## src/rtl/pellet_map_ctrl.sv

```systemverilog
// Pellet map RAM owner: loads the board from the layout ROM, arbitrates the
// single RAM port between video and Pac-Man eats, and tracks pellets and win.
module pellet_map_ctrl #(
    parameter int COLS = 28,
    parameter int ROWS = 30,
    parameter int AW   = 10
) (
    input  logic          clk,
    input  logic          reset,
    input  logic          reload,
    output logic [AW-1:0] rom_addr,
    input  logic [1:0]    rom_data,
    output logic [AW-1:0] ram_addr,
    output logic          ram_we,
    output logic [1:0]    ram_wdata,
    input  logic [1:0]    ram_rdata,
    input  logic          vid_req,
    input  logic [AW-1:0] vid_addr,
    output logic          vid_valid,
    input  logic          eat_req,
    input  logic [4:0]    eat_col,
    input  logic [4:0]    eat_row,
    output logic          eat_ack,
    output logic [1:0]    eat_kind,
    output logic [9:0]    pellets_left,
    output logic          win,
    output logic          busy
);

    localparam int N  = COLS * ROWS;
    localparam int CW = AW + 1;

    typedef enum logic [2:0] {
        S_INIT,
        S_IDLE,
        S_EAT_RD,
        S_EAT_CHK,
        S_EAT_WR
    } state_t;

    state_t        state;
    state_t        state_nx;
    logic [CW-1:0] cnt;
    logic [AW-1:0] eat_addr;
    logic [AW-1:0] eat_lin;
    logic          eat_bad;
    logic          cap_big;
    logic          restart;
    logic          dec;

    assign restart = reset | reload;
    assign busy    = (state == S_INIT);
    assign eat_bad = (int'(eat_col) >= COLS) || (int'(eat_row) >= ROWS);
    assign eat_lin = AW'(int'(eat_row) * COLS + int'(eat_col));

    always_ff @(posedge clk) begin
        if (restart) begin
            state <= S_INIT;
        end else begin
            state <= state_nx;
        end
    end

    always_comb begin
        state_nx  = state;
        rom_addr  = cnt[AW-1:0];
        ram_addr  = vid_addr;
        ram_we    = 1'b0;
        ram_wdata = 2'b01;
        eat_ack   = 1'b0;
        eat_kind  = 2'b00;
        dec       = 1'b0;
        unique case (state)
            S_INIT: begin
                // ROM data lags its address by one cycle, so the write trails cnt
                ram_addr  = AW'(cnt - CW'(1));
                ram_wdata = rom_data;
                ram_we    = (cnt != '0);
                if (cnt == CW'(N)) begin
                    state_nx = S_IDLE;
                end
            end
            S_IDLE: begin
                if (eat_req) begin
                    if (eat_bad || win) begin
                        eat_ack = 1'b1;
                    end else begin
                        state_nx = S_EAT_RD;
                    end
                end
            end
            S_EAT_RD: begin
                if (!vid_req) begin
                    ram_addr = eat_addr;
                    state_nx = S_EAT_CHK;
                end
            end
            S_EAT_CHK: begin
                if (!ram_rdata[0]) begin
                    state_nx = S_EAT_WR;
                end else begin
                    eat_ack  = 1'b1;
                    state_nx = S_IDLE;
                end
            end
            S_EAT_WR: begin
                if (!vid_req) begin
                    ram_addr = eat_addr;
                    ram_we   = 1'b1;
                    eat_ack  = 1'b1;
                    eat_kind = cap_big ? 2'b10 : 2'b01;
                    dec      = 1'b1;
                    state_nx = S_IDLE;
                end
            end
            default: state_nx = S_INIT;
        endcase
        // A restart abandons any eat in flight without acking or writing
        if (restart) begin
            ram_we   = 1'b0;
            eat_ack  = 1'b0;
            eat_kind = 2'b00;
            dec      = 1'b0;
            state_nx = S_INIT;
        end
    end

    always_ff @(posedge clk) begin
        if (restart) begin
            cnt          <= '0;
            eat_addr     <= '0;
            cap_big      <= 1'b0;
            vid_valid    <= 1'b0;
            pellets_left <= '0;
            win          <= 1'b0;
        end else begin
            vid_valid <= vid_req && (state != S_INIT);
            if (state == S_INIT) begin
                cnt <= cnt + CW'(1);
                if ((cnt != '0) && !rom_data[0]) begin
                    pellets_left <= pellets_left + 10'd1;
                end
            end
            if ((state == S_IDLE) && eat_req && !eat_bad && !win) begin
                eat_addr <= eat_lin;
            end
            if (state == S_EAT_CHK) begin
                cap_big <= ram_rdata[1];
            end
            if (dec) begin
                pellets_left <= pellets_left - 10'd1;
                if (pellets_left == 10'd1) begin
                    win <= 1'b1;
                end
            end
        end
    end

endmodule

```

## config.mk

```make
export PLATFORM = sky130hd
export DESIGN_NAME = pellet_map_ctrl
export DESIGN_NICKNAME = d
export VERILOG_FILES = /design/src/rtl/pellet_map_ctrl.sv
export SDC_FILE = /design/constraint.sdc
export NUM_CORES = 1
export LEC_CHECK = 0
export CAP_MARGIN = 25
export CORE_MARGIN = 1.5
export CORE_UTILIZATION = 64
export CTS_CLUSTER_SIZE = 10
export DETAILED_ROUTE_END_ITERATION = 8
export DONT_BUFFER_PORTS = 1
export PLACE_DENSITY = 0.8
export RECOVER_POWER = 100
export SYNTH_ARGS = -nofsm -noshare
export SYNTH_HDL_FRONTEND = slang
export SYNTH_SLANG_ARGS = --single-unit
```

## constraint.sdc

```tcl
create_clock -name clk -period 3.81 [get_ports clk]
set_input_delay 0.5715 -clock clk [delete_from_list [all_inputs] [get_ports clk]]
set_output_delay 0.5715 -clock clk [all_outputs]
set_load 0.01 [all_outputs]
```

# Word-level counts from Yosys, hierarchy flattened

Cells that the tools add are included.
Widths: inputs -> output; s select.

Register bits: 37
Latch bits: 0
Memory bits (writable): 0
Bits in read-only memories: 0
Logic and storage cells: 73
Memories: 0

$add $sub $neg: 5
Multipliers: 1
Divide/modulo/power cells: 0
Order comparisons: 2
Equal/unequal tests: 11
Shift-type cells: 0
Muxes and demuxes: 27
Bitwise logic cells: 1
Reduce and logical (&&, ||, !) cells: 19

Operators by type and width:

| operator              | count |
|---|---|
| $mux 10               | 4 |
| $pmux 10 s2           | 1 |
| $sub 10x1->10 const B | 2 |
| $mux 3                | 6 |
| $pmux 3 s5            | 1 |
| $add 11x1->11 const B | 1 |
| $eq 11x10->1 const B  | 1 |
| $reduce_bool 11->1    | 1 |
| $add 10x1->10 const B | 1 |
| $add 10x5->10         | 1 |
| $eq 10x1->1 const B   | 1 |
| $ge 5x5->1 const B    | 2 |
| $mux 2                | 5 |
| $mul 5x3->8 const B   | 1 |
| $mux 1                | 8 |
| $ne 2x2->1 const B    | 4 |
| $eq 3x2->1 const B    | 2 |
| $logic_and 1x1->1     | 5 |
| $reduce_and 5->1      | 1 |
| $reduce_and 2->1      | 2 |
| $reduce_bool 2->1     | 2 |
| $eq 3x1->1 const B    | 1 |
| $eq 3x3->1 const B    | 1 |
| $logic_not 1->1       | 3 |
| 8 further kinds       | 9 |

# Logic depth before layout (Yosys ltp)

Depth after elaboration: 7
Depth in mapped cells: 9
Gate-level depth less buffers: 9

# Worst setup path after synthesis

Ideal clock, no wire load.

Kind: input-to-reg
From: input port eat_row[0]
To: register eat_addr[9]
Arrival: 2856 ps
Data required time: 3731 ps
Setup slack: 876 ps
Stages: 9
Buffers on the path: 0
Cell sequence: fa_1 -> ha_1 -> inv_1 -> fa_1 -> xor2_1 -> a211oi_1 -> nand3_1 -> or4b_1 -> o211ai_1

Longest elaborated chain between the ends: 5
Elaborated cells on any way between the ends: 7
Those cells by class: add/sub (1); mul (1); order compare (1); reduce/logical (4)

Ends and longest elaborated chain:

| what                                                  | line | text |
|---|---|---|
| start: declaration                                    | 22   | `input logic [4:0] eat_row,` |
| branches (longest 5 deep; another with $add 10x5->10) | --   |  |
| end signal: assignment                                | 145  | `eat_addr <= eat_lin;` |
| end: declaration                                      | 44   | `logic [AW-1:0] eat_addr;` |

Several ways; the timed one is not identified.
A chain may end at the register's enable or synchronous reset.

# Final worst setup path

From: register cnt[0]
To: output port ram_addr[8]

Longest elaborated chain between the ends: 2

Ends and longest elaborated chain:

| what                     | line | text |
|---|---|---|
| start: declaration       | 43   | `logic [CW-1:0] cnt;` |
| start signal: assignment | 139  | `cnt <= cnt + CW'(1);` |
| $sub 10x1->10            | 76   | `ram_addr = AW'(cnt - CW'(1));` |
| $pmux 10 s2              | 73   | `unique case (state)` |
| end: declaration         | 13   | `output logic [AW-1:0] ram_addr,` |

Every way passes these cells.

==> metrics.log <==
INFO  metric run_status = finished, final reports clean
INFO  metric critical_path_arrival = roughly 2.6 ns
INFO  metric final_design_area_no_fill = 2853 µm²
INFO  metric drive_gt1_frac = 0.04819
INFO  metric dp_hpwl = approximately 4.8 mm
INFO  metric postSynth.topFlopCell = sky130_fd_sc_hd__dfxtp_1
INFO  metric synth_top_cells_by_area = sky130_fd_sc_hd__dfxtp_1 (26%), sky130_fd_sc_hd__ha_1 (7.9%), sky130_fd_sc_hd__nor2_1 (6.5%)
INFO  metric drt_drc_violations_left = 0
INFO  metric drt_pass_1_iters = 4
INFO  metric power-per-cell-area = approximately 340 nW/µm²
INFO  metric share_of_async_settable_or_async_resettable_flops_after_synthesis = 0
INFO  metric pin_count = slightly below 70
INFO  metric drtIter0Drc = around 200
INFO  metric mostFrequentLayoutCell = sky130_fd_sc_hd__nor2_1
INFO  metric number_of_global_route_vias_before_repair = 2,258
INFO  metric drt_wl_total = 6.457 mm
INFO  metric hold_viol = 0
INFO  metric clk_pin_slew_worst_paths = around 0.090 ns
INFO  metric n_fill_cell = about 380
INFO  metric area_delta_synth_final = 0.1759%
INFO  metric critical_path.reg2reg.startpoint = state[1]$_SDFFE_PN0P_
INFO  metric die_height = approximately 70 µm
INFO  metric post_synth_inst_count = 351
INFO  metric netlist.area_leader.share = 0.2601
INFO  metric yosys.cell_types.count = between 50 and 60
INFO  metric route.detailed.wl_per_inst = around 17 µm
INFO  metric timing.setup.tns = 0 ns
INFO  metric number_of_gates_resized_after_cts = 0
INFO  metric critPathKind = register to primary output
INFO  metric floorplan.die.width = between 60 and 70 µm
INFO  metric htree_levels = 2
INFO  metric diodes = 0
INFO  metric worst-r2r-setup-slack = roughly 1.2 ns
INFO  metric synthesis.nets = about 400
INFO  metric cts_num_sinks = 37
INFO  metric vdd_ir_drop_max = roughly 0.00022 V
INFO  metric cts-hold-fix-buffers = 0
INFO  metric leakage = around 1.1 nW
INFO  metric rsz0062_at_grt = false
INFO  metric clock-skew-final = around 0.011 ns
INFO  metric yosysWarnings = 0
INFO  metric cts_root_buf = sky130_fd_sc_hd__clkbuf_8
INFO  metric setup.worst_path.start_class = register
INFO  metric place.port_buffers = 0
INFO  metric worst_relative_slew_slack = 0.3362
INFO  metric synth_seq_cells = 37
INFO  metric critical_path.max_fanout = 9
INFO  metric worst_ep_required_time = between 3 and 4 ns
INFO  metric max-cap-violations = 0
INFO  metric synth_area_leader_cell = sky130_fd_sc_hd__dfxtp_1
INFO  metric syn-mean-instance-area = about 8.1 µm²
INFO  metric globalplace.congestion = between 0.9 and 1
INFO  metric r2r.worst_path.cells = 5
INFO  metric hp_class = input pin to register
INFO  metric grt_overflow = 0
INFO  metric post-cts-setup-buffer-count = 0
INFO  metric vias = approximately 2,400
INFO  metric hold_depth = 2
INFO  metric yosysSeqAreaShare = 0.2601
INFO  metric fmax = approximately 320 MHz
INFO  metric launch_instance_of_the_worst_min_delay_path = eat_col[0]
INFO  metric groute.usage.overall = 0.2730
INFO  metric ctsLongestPathBuffers = 2
INFO  metric fin_util = 0.6597
INFO  metric design.die.area = 4859 µm²
INFO  metric final_min_period_over_clock_period = 0.8297
INFO  metric grt_max_degree = 25
INFO  metric syn-cell-area = roughly 2800 µm²
INFO  metric edff_count_synth = 0
INFO  metric global_route_wire_length_before_repair = ~11 mm
INFO  metric placementRows = 24
INFO  metric worst_hold_slack = approximately 0.41 ns
INFO  metric tightestPinTransition = roughly 1 ns
INFO  metric cp-end-kind = primary output
INFO  metric cts-buffers-inserted = 5
INFO  metric setup-violations-final = 0
INFO  metric worst_r2r_endpoint = pellets_left[7]$_SDFFE_PN0P_
INFO  metric floorplan.core_area = around 4300 µm²
INFO  metric avgViaCountPerCell = between 6 and 7
INFO  metric placement.cell_area = ~2800 µm²
INFO  metric postRouteAntennaNets = 0
INFO  metric cts_tree = done
INFO  metric finalCriticalPeriod = roughly 3.2 ns
INFO  metric grt_antenna_before_repair = 0
INFO  metric hold-path-endpoint = eat_addr[0]$_SDFFE_PN0P_
INFO  metric layout.cells.most_common_list = sky130_fd_sc_hd__nor2_1 (49), sky130_fd_sc_hd__dfxtp_1 (37), sky130_fd_sc_hd__a21oi_1 (23)
INFO  metric initial_core_util = 0.6586
INFO  metric insertion_delay = 0.30 ns
INFO  metric fin_nets = roughly 380
INFO  metric drv_slew = 0
power by group:
part | internal (W) | total, W | switching (W)
clock | 0.000264 | 0.000422 | 0.000159
combinational | 0.0000657 | 0.000159 | 0.0000933
sequential | 0.000388 | 0.000392 | 0.00000403
total | 0.000717 | 0.000973 | 0.000256
worst max path at each step:
stage / start / end / cells past startpoint
floorplan: eat_row[0] / eat_addr[9]$_SDFFE_PN0P_ / 9
global placement: eat_row[0] / eat_addr[9]$_SDFFE_PN0P_ / 9
detailed placement: eat_row[0] / eat_addr[9]$_SDFFE_PN0P_ / 9
CTS: cnt[0]$_SDFFE_PN0P_ / ram_addr[8] / 7
global route: cnt[0]$_SDFFE_PN0P_ / ram_addr[8] / 7
finish: cnt[0]$_SDFFE_PN0P_ / ram_addr[8] / 7
per-stage QoR:
step,setup WS [ns],instances,power [W]
6_report,0.6489,384,0.0009729
5_1_grt,0.5111,384,0.001010
4_1_cts,0.8376,384,0.0009763
3_5_place_dp,0.6414,376,0.0005596
3_3_place_gp,0.8006,376,0.0005540
2_1_floorplan,0.8755,351,0.0005329
per-layer routing:
metal	vias to the layer above	GRT usage	wire length (µm)
li1	1178	-	-
met1	1141	0.3714	3003
met2	68	0.4509	3040
met3	7	0.04360	333
met4	0	0.07692	80
met5	-	0	0
worst max-delay path, cell delays in order (launching register included):
cell and delay [ns]:
sky130_fd_sc_hd__dfxtp_1 0.45, sky130_fd_sc_hd__inv_1 0.11, sky130_fd_sc_hd__ha_1 0.22, sky130_fd_sc_hd__nor3b_1 0.50
sky130_fd_sc_hd__nand2_1 0.16, sky130_fd_sc_hd__or3_1 0.35, sky130_fd_sc_hd__xnor2_1 0.13, sky130_fd_sc_hd__o21ai_0 0.36
layout make-up:
cell class                      instances  area, µm²  share of cell area
Clock buffer                            5      68.82             0.02412
Clock inverter                          3      68.82             0.02412
Inverter                               18      67.56             0.02368
Multi-Input combinational cell        266       1827              0.6403
Sequential cell                        37      740.7              0.2596
Tap cell                               52      65.06             0.02281
Timing Repair Buffer                    3      15.01            0.005263
sequential cells by signal (all words and copies together) (netlist names):
register	flops
state	3
vid_valid	1
eat_addr	10
cap_big	1
win	1
cnt	11
pellets_left	10
cell usage after synthesis, types with 2 or more instances:
cell type,count
sky130_fd_sc_hd__a211oi_1,4
sky130_fd_sc_hd__a21oi_1,23
sky130_fd_sc_hd__a221o_1,4
sky130_fd_sc_hd__a221oi_1,2
sky130_fd_sc_hd__a22oi_1,7
sky130_fd_sc_hd__a31oi_1,4
sky130_fd_sc_hd__and2_1,3
sky130_fd_sc_hd__and3_1,7
sky130_fd_sc_hd__and4_1,3
sky130_fd_sc_hd__buf_2,5
sky130_fd_sc_hd__buf_4,11
sky130_fd_sc_hd__buf_6,2
sky130_fd_sc_hd__clkbuf_1,12
sky130_fd_sc_hd__dfxtp_1,37
sky130_fd_sc_hd__fa_1,6
sky130_fd_sc_hd__ha_1,18
sky130_fd_sc_hd__inv_1,17
sky130_fd_sc_hd__mux2i_1,7
sky130_fd_sc_hd__nand2_1,17
sky130_fd_sc_hd__nand2b_1,4
sky130_fd_sc_hd__nand3_1,14
sky130_fd_sc_hd__nand4_1,5
sky130_fd_sc_hd__nand4b_1,3
sky130_fd_sc_hd__nor2_1,49
sky130_fd_sc_hd__nor3_1,12
sky130_fd_sc_hd__nor3b_2,2
sky130_fd_sc_hd__nor4_1,3
sky130_fd_sc_hd__o211ai_1,2
sky130_fd_sc_hd__o21ai_0,11
sky130_fd_sc_hd__o31ai_1,2
sky130_fd_sc_hd__or2_2,3
sky130_fd_sc_hd__or3_1,2
sky130_fd_sc_hd__or4_1,2
sky130_fd_sc_hd__xnor2_1,17
sky130_fd_sc_hd__xor2_1,14
kinds of logic after synthesis:
group           synth area share
mux                      0.02856
xor+xnor                 0.09534
fa+ha+maj                 0.1213
flops                     0.2601
compound gates            0.1560
simple gates              0.2535
buf+inv                  0.08523
Power figures use the tool's default switching activity.
